**src/rtl/comparador_sequencial.sv**
```systemverilog
// Sequencer for the 2-bit equality/difference comparator stage: latches two words,
// streams them one digit per cycle (LSD first) and folds the stage result into a word result.
module comparador_sequencial #(
   parameter int WIDTH      = 8,
   parameter int EARLY_EXIT = 0
) (
   input  logic                      clk,
   input  logic                      rst_n,
   input  logic                      start,
   input  logic [WIDTH-1:0]          in_a,
   input  logic [WIDTH-1:0]          in_b,
   input  logic                      in_select,
   output logic [1:0]                dig_a,
   output logic [1:0]                dig_b,
   output logic                      dig_sel,
   output logic                      dig_valid,
   input  logic                      cmp_s,
   output logic                      busy,
   output logic                      done,
   output logic                      out_s,
   output logic [$clog2(WIDTH/2):0]  dig_count
);

   localparam int NDIG = WIDTH / 2;
   localparam int CW   = $clog2(NDIG) + 1;
   localparam logic [CW-1:0] LAST = CW'(NDIG - 1);

   typedef enum logic [1:0] {S_IDLE, S_SCAN, S_DONE} state_t;

   state_t           r_state;
   state_t           w_next;
   logic [WIDTH-1:0] r_a;
   logic [WIDTH-1:0] r_b;
   logic             r_sel;
   logic             r_acc;
   logic             r_out_s;
   logic [CW-1:0]    r_idx;
   logic [CW-1:0]    r_cnt;
   logic             w_accept;
   logic             w_scan_end;
   logic             w_acc_next;
   logic [1:0]       w_dig_a;
   logic [1:0]       w_dig_b;

   always_ff @(posedge clk or negedge rst_n) begin
      if (!rst_n) begin
         r_state <= S_IDLE;
      end else begin
         r_state <= w_next;
      end
   end

   // The scan ends on the last digit or, in early-exit mode, once a digit pair differs
   // (cmp_s equal to the mode bit means the word result can no longer change).
   always_comb begin
      w_next     = r_state;
      w_accept   = 1'b0;
      w_scan_end = 1'b0;
      busy       = 1'b0;
      dig_valid  = 1'b0;
      done       = 1'b0;
      case (r_state)
         S_IDLE: begin
            if (start) begin
               w_accept = 1'b1;
               w_next   = S_SCAN;
            end
         end
         S_SCAN: begin
            busy      = 1'b1;
            dig_valid = 1'b1;
            if ((r_idx == LAST) || ((EARLY_EXIT != 0) && (cmp_s == r_sel))) begin
               w_scan_end = 1'b1;
               w_next     = S_DONE;
            end
         end
         S_DONE: begin
            done = 1'b1;
            if (start) begin
               w_accept = 1'b1;
               w_next   = S_SCAN;
            end else begin
               w_next = S_IDLE;
            end
         end
         default: w_next = S_IDLE;
      endcase
   end

   assign w_acc_next = r_sel ? (r_acc | cmp_s) : (r_acc & cmp_s);

   always_ff @(posedge clk or negedge rst_n) begin
      if (!rst_n) begin
         r_a     <= '0;
         r_b     <= '0;
         r_sel   <= 1'b0;
         r_acc   <= 1'b0;
         r_out_s <= 1'b0;
         r_idx   <= '0;
         r_cnt   <= '0;
      end else if (w_accept) begin
         r_a   <= in_a;
         r_b   <= in_b;
         r_sel <= in_select;
         r_acc <= ~in_select;
         r_idx <= '0;
         r_cnt <= '0;
      end else if (r_state == S_SCAN) begin
         r_acc <= w_acc_next;
         r_cnt <= r_cnt + CW'(1);
         // Index freezes on the final digit so dig_a/dig_b hold it through DONE.
         if (w_scan_end) begin
            r_out_s <= w_acc_next;
         end else begin
            r_idx <= r_idx + CW'(1);
         end
      end
   end

   always_comb begin
      w_dig_a = '0;
      w_dig_b = '0;
      for (int i = 0; i < NDIG; i++) begin
         if (r_idx == CW'(i)) begin
            w_dig_a = r_a[2*i +: 2];
            w_dig_b = r_b[2*i +: 2];
         end
      end
   end

   assign dig_a     = w_dig_a;
   assign dig_b     = w_dig_b;
   assign dig_sel   = r_sel;
   assign out_s     = r_out_s;
   assign dig_count = r_cnt;

endmodule

```
**config.mk**
```make
export PLATFORM = sky130hd
export DESIGN_NAME = comparador_sequencial
export DESIGN_NICKNAME = d
export VERILOG_FILES = /design/src/rtl/comparador_sequencial.sv
export SDC_FILE = /design/constraint.sdc
export NUM_CORES = 1
export LEC_CHECK = 0
export ABC_AREA = 1
export ABC_CLOCK_PERIOD_IN_PS = 1900
export BUFFER_PORTS_ARGS = -buffer_cell sky130_fd_sc_hd__buf_2
export CORE_MARGIN = 4
export CORE_UTILIZATION = 42
export DETAILED_ROUTE_END_ITERATION = 12
export GPL_TIMING_DRIVEN = 0
export PLACE_DENSITY = 0.77
export SLEW_MARGIN = 20
export SYNTH_ARGS = -nofsm -noshare
export SYNTH_HDL_FRONTEND = slang
export SYNTH_SLANG_ARGS = --single-unit
```
**constraint.sdc**
```tcl
create_clock -name clk -period 1.9 [get_ports clk]
set_clock_uncertainty 0.1 [all_clocks]
set_input_delay 0.19 -clock clk [delete_from_list [all_inputs] [get_ports clk]]
set_output_delay 0.19 -clock clk [all_outputs]
set_load 0.005 [all_outputs]
```
# After elaboration in Yosys (flattened, before gate mapping)
# Index checks and enable logic that the tools add are counted.
# totals
in_bits	21
elab_cells	55
regBits	27
# op_classes
reduce_logical	7
eq_ne	8
bitwise	4
addsub	2
mux	26
# op_table
cell	count
two-way mux 2 bit	10
two-way mux 3 bit	5
two-way mux 1 bit	10
adder 3 x 1 -> 3 bit, second input constant	2
equality test 3 x 2 -> 1 bit, second input constant	2
case mux 2 bit (3 select lines)	1
inequality test 2 bit, second input constant	2
AND reduction 2 bit	2
equality test 3 x 1 -> 1 bit, second input constant	1
logical NOT 3 bit	1
AND reduction 3 bit	1
equality test 2 x 1 -> 1 bit, second input constant	1
equality test 2 bit, second input constant	1
logical NOT 2 bit	1
inequality test 2 x 1 -> 1 bit, second input constant	1
NOT 1 bit	2
nonzero test 2 bit	1
OR reduction 2 bit	1
bitwise AND 1 bit	1
bitwise OR 1 bit	1

# Longest topological paths before layout
# Gate-level depths: netlist (run 1).
# depth
depth_word	6
depth_mapped	9

# Worst setup path before layout (run 1)
# Ideal clock, no wire load.
# synth_path
path_type	flip-flop to output port
startpoint	register r_idx[0]
endpoint	output dig_a[0]
required_ns	1.610
setup_slack_ns	0.429
arrival_time_ns	1.181
path_stages_with_launch	9
cell_sequence	dfrtp_1 ha_1 ha_1 clkbuf_2 inv_1 nand2_1 inv_1 nand2_1 nand2_1
# synth_between
elab_chain_len	5
word_cells_on_any_way	8
classes_between	eq/ne (3); mux (4); reduce/logical (1)
# synth_lines
element	line_no	text
from (decl)	37	logic [CW-1:0] r_idx;
from (signal assigned)	115	r_idx <= r_idx + CW'(1);
logical NOT 3 bit	124	if (r_idx == CW'(i)) begin
two-way mux 2 bit (3 in series)	124	
two-way mux 2 bit *	124	
to (decl)	13	output logic [1:0] dig_a,
# Every way passes the cells marked *; elsewhere a longest branch is shown, timed or not.

# Worst setup path after layout (run 1)
# layout_path
startpoint	register r_idx[1]
endpoint	output dig_b[1]
# layout_between
elab_chain_len	5
word_cells_on_any_way	8
classes_between	eq/ne (3); mux (4); reduce/logical (1)
# layout_lines
element	line_no	text
logical NOT 3 bit	124	
two-way mux 2 bit (3 in series)	124	
two-way mux 2 bit *	124	
to (decl)	14	output logic [1:0] dig_b,
# Marks and branches as above.

==> results of run 1 <==
==> layer usage <==
metal  GRT usage [%]  part of all wire [%]  vias up
li1                -                     -      644
met3            1.85                   2.8        5
met1            20.0                    46      565
met2            26.5                    49       25
met4            6.85                   1.9        0
met5               0                     0        -
==> Yosys cell counts (all sizes together) <==
master   n  share of area, %
ha       6               5.2
o211ai   1              0.52
o21ai   17               8.3
buf      5               3.8
dfrtp   27                47
or2      1              0.44
nand2   68                19
o21a     1              0.52
nand3   13               4.5
nor2     9               2.9
inv     26               7.1
clkbuf   1              0.35
==> state kept, by name, summed over array words and instances, names as in the netlist <==
| name | flops |
|---|---|
| dig_count | 3 |
| r_a | 8 |
| r_state | 2 |
| r_acc | 1 |
| out_s | 1 |
| r_b | 8 |
| r_idx | 3 |
| dig_sel | 1 |
==> how the worst min path moves through the flow <==
| stage | from | end | slack (ns) | depth (start not counted) |
|---|---|---|---|---|
| after floorplan | rst_n | dig_count[0]$_DFFE_PN0P_ | -0.21 | 0 |
| after global placement | rst_n | dig_count[1]$_DFFE_PN0P_ | 0.13 | 1 |
| after detailed placement | rst_n | dig_count[1]$_DFFE_PN0P_ | 0.13 | 1 |
| after CTS | cmp_s | r_acc$_DFFE_PN0P_ | 0.07 | 3 |
| after global routing | in_select | r_acc$_DFFE_PN0P_ | 0.07 | 3 |
| final | cmp_s | r_acc$_DFFE_PN0P_ | 0.06 | 3 |
==> worst reg2reg max path, stage by stage (launching register included) <==
cell,delay (ns)
dfrtp_1,0.44
ha_2,0.22
ha_4,0.19
nor2_1,0.18
nand2_1,0.08
o21ai_0,0.08
==> final cells by class <==
| cell class | instances | area (um^2) |
|---|---|---|
| fillers | 296 | 1250 |
| flip-flops and latches | 27 | 677 |
| multi-input cells | 116 | 644 |
| repair buffers | 51 | 345 |
| inverters | 26 | 103 |
| well taps | 44 | 55.1 |
| plain buffers | 4 | 50.0 |
| clock buffers | 4 | 26.3 |
==> kinds of logic after synthesis <==
family / count (synthesis) / share of synthesized area, %
buffers and inverters: 32 / 11.3
and+or+nand+nor: 91 / 27.0
AOI/OAI and AO/OA: 19 / 9.33
adders and majority gates: 6 / 5.23
DFF: 27 / 47.1
==> stage by stage <==
step                cell area, um^2  hold WS (ns)
floorplan                      1440        -0.206
global route                   1900        0.0661
detailed placement             1650         0.131
global placement               1650         0.125
CTS                            1870        0.0657
finish                         1900        0.0611
==> power breakdown <==
part,switching [W],internal [W],total [W]
logic,0.000846,0.000643,0.00149
registers,0.000168,0.000847,0.00101
clock network,0.000170,0.0000825,0.000252
==> repair_timing <==
action | in CTS | in global routing
endpoints found under the hold margin | 43 | 0
endpoints found under the setup margin | 4 | 4
buffers inserted | 0 | 2
hold buffers | 17 | 0
pin swaps | 0 | 7
resized for setup | 9 | 7
==> key figures, run 1 <==
Flow run
  – Number of max-cap violations: 0

Final layout
  – Antenna cell count: 0
  – Syn-to-layout area delta: 32.4%
  – Share of layout cells above drive strength 1: 31.6%
  – Commonest cells after routing, fill and taps aside: 62 x nand2_1, 32 x buf_2, 26 x dfrtp_1
  – Nets@finish: 256
  – Final standard cell utilization of the core: 60.3%
  – Final cell count without fillers: around 270
  – Most frequent standard cell in the layout excluding fill and tap cells: nand2_1

CTS
  – CTS Buf Count: 3
  – Clock Tree Buf Depth: 2
  – CTS tree: yes
  – Sinks on Clock Net: 27
  – Clock slew at the register clock pins of the worst setup and hold paths: roughly 0.14 ns
  – Max H-tree Level: 1
  – Clock insertion delay at the later pin of the skew report: 0.33 ns
  – Buffer type at the clock tree root: clkbuf_4

Worst setup path
  – Crit. Startpoint: r_idx[1]$_DFFE_PN0P_
  – Kind of capture point of the worst setup path: output pin
  – Worst R2R End: r_idx[2]$_DFFE_PN0P_
  – Largest fanout on the critical path: 5
  – R2R Setup Slk: 0.53 ns
  – Worst path top cell family by delay: flip-flops
  – Cells on worst reg2reg path: 5
  – WP data required: 1.61 ns
  – Start of the worst register-to-register path: r_idx[1]$_DFFE_PN0P_
  – Cell Chain, Critical Path: buf_4, ha_4, inv_2, nor2_4, nand2_1, nand2_1, inv_1, nand2_1, nand2_1, buf_2
  – Worst setup path endpoint: dig_b[1]
  – Highest-delay cell along the critical path: dfrtp_1
  – Number of buffer and inverter instances along the worst setup path: 4
  – Logic depth of the worst setup path including buffers: 10
  – Delay of the slowest cell on the worst path: 0.42 ns
  – Critical path startpoint category: flip-flop
  – Arrival time reported for the critical path endpoint: approximately 1.6 ns
  – Critical Setup Path Class: reg -> out
  – Most used cell, CP: nand2_1

GRT
  – Antenna violations before repair: 0
  – Via count of the first global-routing pass: 1,199
  – Aggregate global-route resource usage: between 10% and 20%
  – Wire length of the first global-routing pass: between 5 and 6 mm
  – Largest net degree at the start of global routing: 28
  – GRT Residual Overflow: 0

Die
  – Number of rows in the core area: 20
  – Die Height: 66.5 um
  – Chip Width: 66.5 um
  – I/O pin total: 33
  – Total Die Area: approximately 4400 um^2
  – Initial core utilization: around 46%
  – Core region area: 3150 um^2

Power
  – Power density of the placed cells: 1450 nW/um^2
  – Pleak: 1.01 nW
  – Maximum resistive drop on vdd: 0.625 mV
  – Total design power: 0.00276 W

Timing
  – Smallest setup slack after layout: 0.00163 ns
  – Setup_tns: 0 ns
  – Setup violations, final: 0
  – Final cycle utilization of the critical path: between 90% and 100%
  – Tightest Pin Transition: 0.595 ns
  – Maximum operating frequency: ~0.53 GHz
  – Hold violation total from the final report: 0
  – Clock period minus final worst setup slack: 1.90 ns
  – Max-slew headroom at the worst pin: 60.3%
  – RSZ-0062 raised after global routing: yes
  – Final count of pins violating max slew: 0

Drt
  – Vias per inst: 4.56
  – Number of vias after detailed routing: 1,239
  – Final routed wire length divided by cell count: 11.4 um
  – Residual DRC count: 0
  – Violation count after the first detailed-routing iteration: 36
  – Routed WL: ~3.1 mm
  – 1st-pass router iterations: 4
  – Post-DRT Antenna Nets: 0

Logic synthesis
  – Sequential area share after synthesis: 47.1%
  – Mapped cell area: 1440 um^2
  – Number of nets in the synthesized netlist: just over 200
  – Count of unique library cells instantiated by Yosys: 22
  – Post-synthesis sequential element count: 27
  – Synth warn: 0
  – Synthesized netlist cell count: 175
  – Post-synthesis area per instance: between 8 and 9 um^2

Placement
  – Placement-stage worst setup slack: 0.191 ns
  – Half-perimeter wire length after placement: 2.11 mm
  – Placer's final routability congestion estimate: 0.783
  – Inst Count DP: ~250
  – Input/output buffers: 32

Outcome
  – Result of the run: completed

Worst hold path
  – Class of the tightest hold or removal check: in -> reg
No activity file was read; power rests on OpenSTA's default activity.
==> run 2: changes to the inputs <==
==> constraint.sdc (replaced) <==
create_clock -name clk -period 1.9 [get_ports clk]
set_clock_uncertainty 0.1 [all_clocks]
set_input_delay 0.19 -clock clk [delete_from_list [all_inputs] [get_ports clk]]
set_output_delay 0.19 -clock clk [all_outputs]
set_load 0.02 [all_outputs]
==> run 2 against run 1 <==
Against the previous run:
- the run now ends with negative setup slack left
- via count rose by 1.1%
- die area is the same
- sequential power is essentially flat
- sequential cell count stayed put
- critical path depth decreased by 1
- non-clock buffer count up 3
- worst setup slack worse by 0.025 ns
- sequential share of layout area is 1.4 points lower
- total power up 16%
- global-route usage rose by 0.46 points
- utilization grew 2.5 points
- wire length up 3.7%
- largest cell class unchanged
==> key figures, run 2 (synthesis gave the netlist of run 1 again) <==
Final layout
  – Share of layout cells above drive strength 1: 35.5%
  – Footprint of the multi-input gates: 677 um^2
  – Final cell count without fillers: between 200 and 300
  – Most frequent standard cell in the layout excluding fill and tap cells: nand2_1
  – Antenna cell count: 0
  – Nets@finish: 259
  – Footprint of the flip-flops and latches: 677 um^2
  – Number of inserted filler cells in the final layout: around 280
  – Finished layout cell area: 1980 um^2
  – Largest registers ranked by flip-flop count: r_a (8), r_b (8)
  – Commonest cells after routing, fill and taps aside: 57 x nand2_1, 28 x buf_2, 26 x dfrtp_1
  – Syn-to-layout area delta: 38.0%

GRT
  – GRT Residual Overflow: 0
  – Largest net degree at the start of global routing: 28
  – Wire length of the first global-routing pass: 5.44 mm
  – Antenna violations before repair: 0
  – Aggregate global-route resource usage: 16.1%
  – Via count of the first global-routing pass: 1,227

Timing
  – Maximum operating frequency: approximately 0.52 GHz
  – Tightest Pin Transition: between 0.6 and 0.7 ns
  – Setup violations, final: 4
  – Max-slew headroom at the worst pin: 59.7%
  – Worst hold slack across all endpoints: 0.0617 ns
  – RSZ-0062 raised after global routing: yes
  – Smallest setup slack after layout: -0.0229 ns
  – Setup_tns: -0.0420 ns
  – Final count of pins violating max slew: 0
  – Hold violation total from the final report: 0
  – Final cycle utilization of the critical path: 101%
  – Clock period minus final worst setup slack: ~1.9 ns

Die
  – Core region area: 3150 um^2
  – Number of rows in the core area: 20
  – Total Die Area: around 4400 um^2
  – Initial core utilization: a little under half
  – I/O pin total: 33
  – Die Height: 66.5 um
  – Chip Width: around 66 um

Worst setup path
  – Start of the worst register-to-register path: r_idx[0]$_DFFE_PN0P_
  – Worst R2R End: r_idx[0]$_DFFE_PN0P_
  – Arrival time reported for the critical path endpoint: 1.63 ns
  – Largest fanout on the critical path: 5
  – Cells on worst reg2reg path: 6
  – WP data required: ~1.6 ns
  – Critical Setup Path Class: reg -> out
  – R2R Setup Slk: 0.28 ns
  – Critical path startpoint category: flip-flop
  – Kind of capture point of the worst setup path: output pin

Drt
  – Routed length on met1: 1.48 mm
  – Routed length on met2: 1.58 mm
  – Final routed wire length divided by cell count: 11.7 um
  – Violation count after the first detailed-routing iteration: 51
  – Routed WL: 3.22 mm
  – Vias per inst: 4.56
  – Routed met3 length: 93 um
  – Post-DRT Antenna Nets: 0
  – Top routing layer in use: met4
  – Number of vias after detailed routing: 1,253
  – Residual DRC count: 0
  – 1st-pass router iterations: 4

Power
  – Power density of the placed cells: around 1600 nW/um^2
  – Maximum resistive drop on vdd: 0.712 mV
  – Total design power: 0.00319 W
  – Pleak: 1.03 nW

Placement
  – Input/output buffers: 32
  – Inst Count DP: 251
  – Half-perimeter wire length after placement: ~2.1 mm
  – Placer's final routability congestion estimate: about 0.8
  – Instance area after placement: 1650 um^2

Outcome
  – Violations in the final reports: negative setup slack
  – Result of the run: finished, violations left

Flow run
  – Number of max-cap violations: 0

Worst hold path
  – Class of the tightest hold or removal check: in -> reg
  – Hold path startpoint: cmp_s
  – Number of cells on the worst hold path: 3
  – Worst hold path endpoint: r_acc$_DFFE_PN0P_

CTS
  – CTS tree: yes
  – Clock insertion delay at the later pin of the skew report: 0.33 ns
  – CTS Buf Count: 3
  – Sinks on Clock Net: 27
  – Max H-tree Level: 1
  – Clock Tree Buf Depth: 2
  – Clock slew at the register clock pins of the worst setup and hold paths: 0.14 ns
  – Buffer type at the clock tree root: clkbuf_4
## run 2: cell count changes in the layout (fill, tap and decap cells not counted)
cell / previous run / this run
buf_2: 32 / 28
buf_4: 3 / 6
buf_6: 2 / 6
ha_1: 2 / 1
ha_2: 2 / 1
ha_4: 2 / 4
inv_1: 19 / 17
inv_2: 6 / 8
nand2_1: 62 / 57
nand2_2: 5 / 10
nor2_1: 5 / 6
nor2_2: 1 / 0
## run 2: layout make-up
type,count,share of cell area (%)
Multi-Input combinational cell,116,34.2
Buffer,4,2.53
Sequential cell,27,34.2
Clock buffer,4,1.33
Tap cell,44,2.78
Timing Repair Buffer,54,19.8
Inverter,26,5.18
## run 2: metal layers
layer | GRT usage, % | vias up
met1 | 20.2 | 566
li1 | - | 654
met2 | 27.8 | 26
met4 | 6.85 | 0
met3 | 2.02 | 7
met5 | 0 | -
## run 2: report_power, final
part           internal (W)  switching (W)
Combinational      0.000808        0.00110
Sequential         0.000847       0.000171
Clock             0.0000825       0.000173
Total               0.00174        0.00145
## run 2: timing repair
item	4_1_cts	5_1_grt
endpoints found under the hold margin	43	0
resized for setup	24	9
endpoints found under the setup margin	4	4
setup buffers	3	2
pin swaps	6	11
hold buffers	17	0
## run 2: metrics by stage
stage	setup WS, ns	util [%]
after floorplan	0.336	-
after global placement	0.152	52.3
after detailed placement	0.140	52.3
after CTS	-0.0125	61.5
after global routing	-0.122	62.8
final	-0.0229	62.8
## run 2: worst max-delay path, cell delays in order, from the launching register on
cell and delay (ns):
dfrtp_1 0.44, inv_2 0.12, ha_4 0.14, inv_2 0.04, nor2_4 0.13, inv_2 0.07, nand3_1 0.11, nand2_2 0.06
nand2_2 0.07, buf_6 0.12
## run 2: worst max-delay path by stage
stage / startpoint / end / slack [ns] / cells past startpoint
floorplan: r_idx[0]$_DFFE_PN0P_ / dig_a[0] / 0.34 / 8
global placement: r_idx[0]$_DFFE_PN0P_ / dig_b[0] / 0.15 / 9
detailed placement: r_idx[0]$_DFFE_PN0P_ / dig_b[1] / 0.14 / 9
CTS: r_idx[0]$_DFFE_PN0P_ / dig_a[1] / -0.01 / 10
global route: r_idx[0]$_DFFE_PN0P_ / dig_b[1] / -0.12 / 8
finish: r_idx[0]$_DFFE_PN0P_ / dig_b[1] / -0.02 / 9
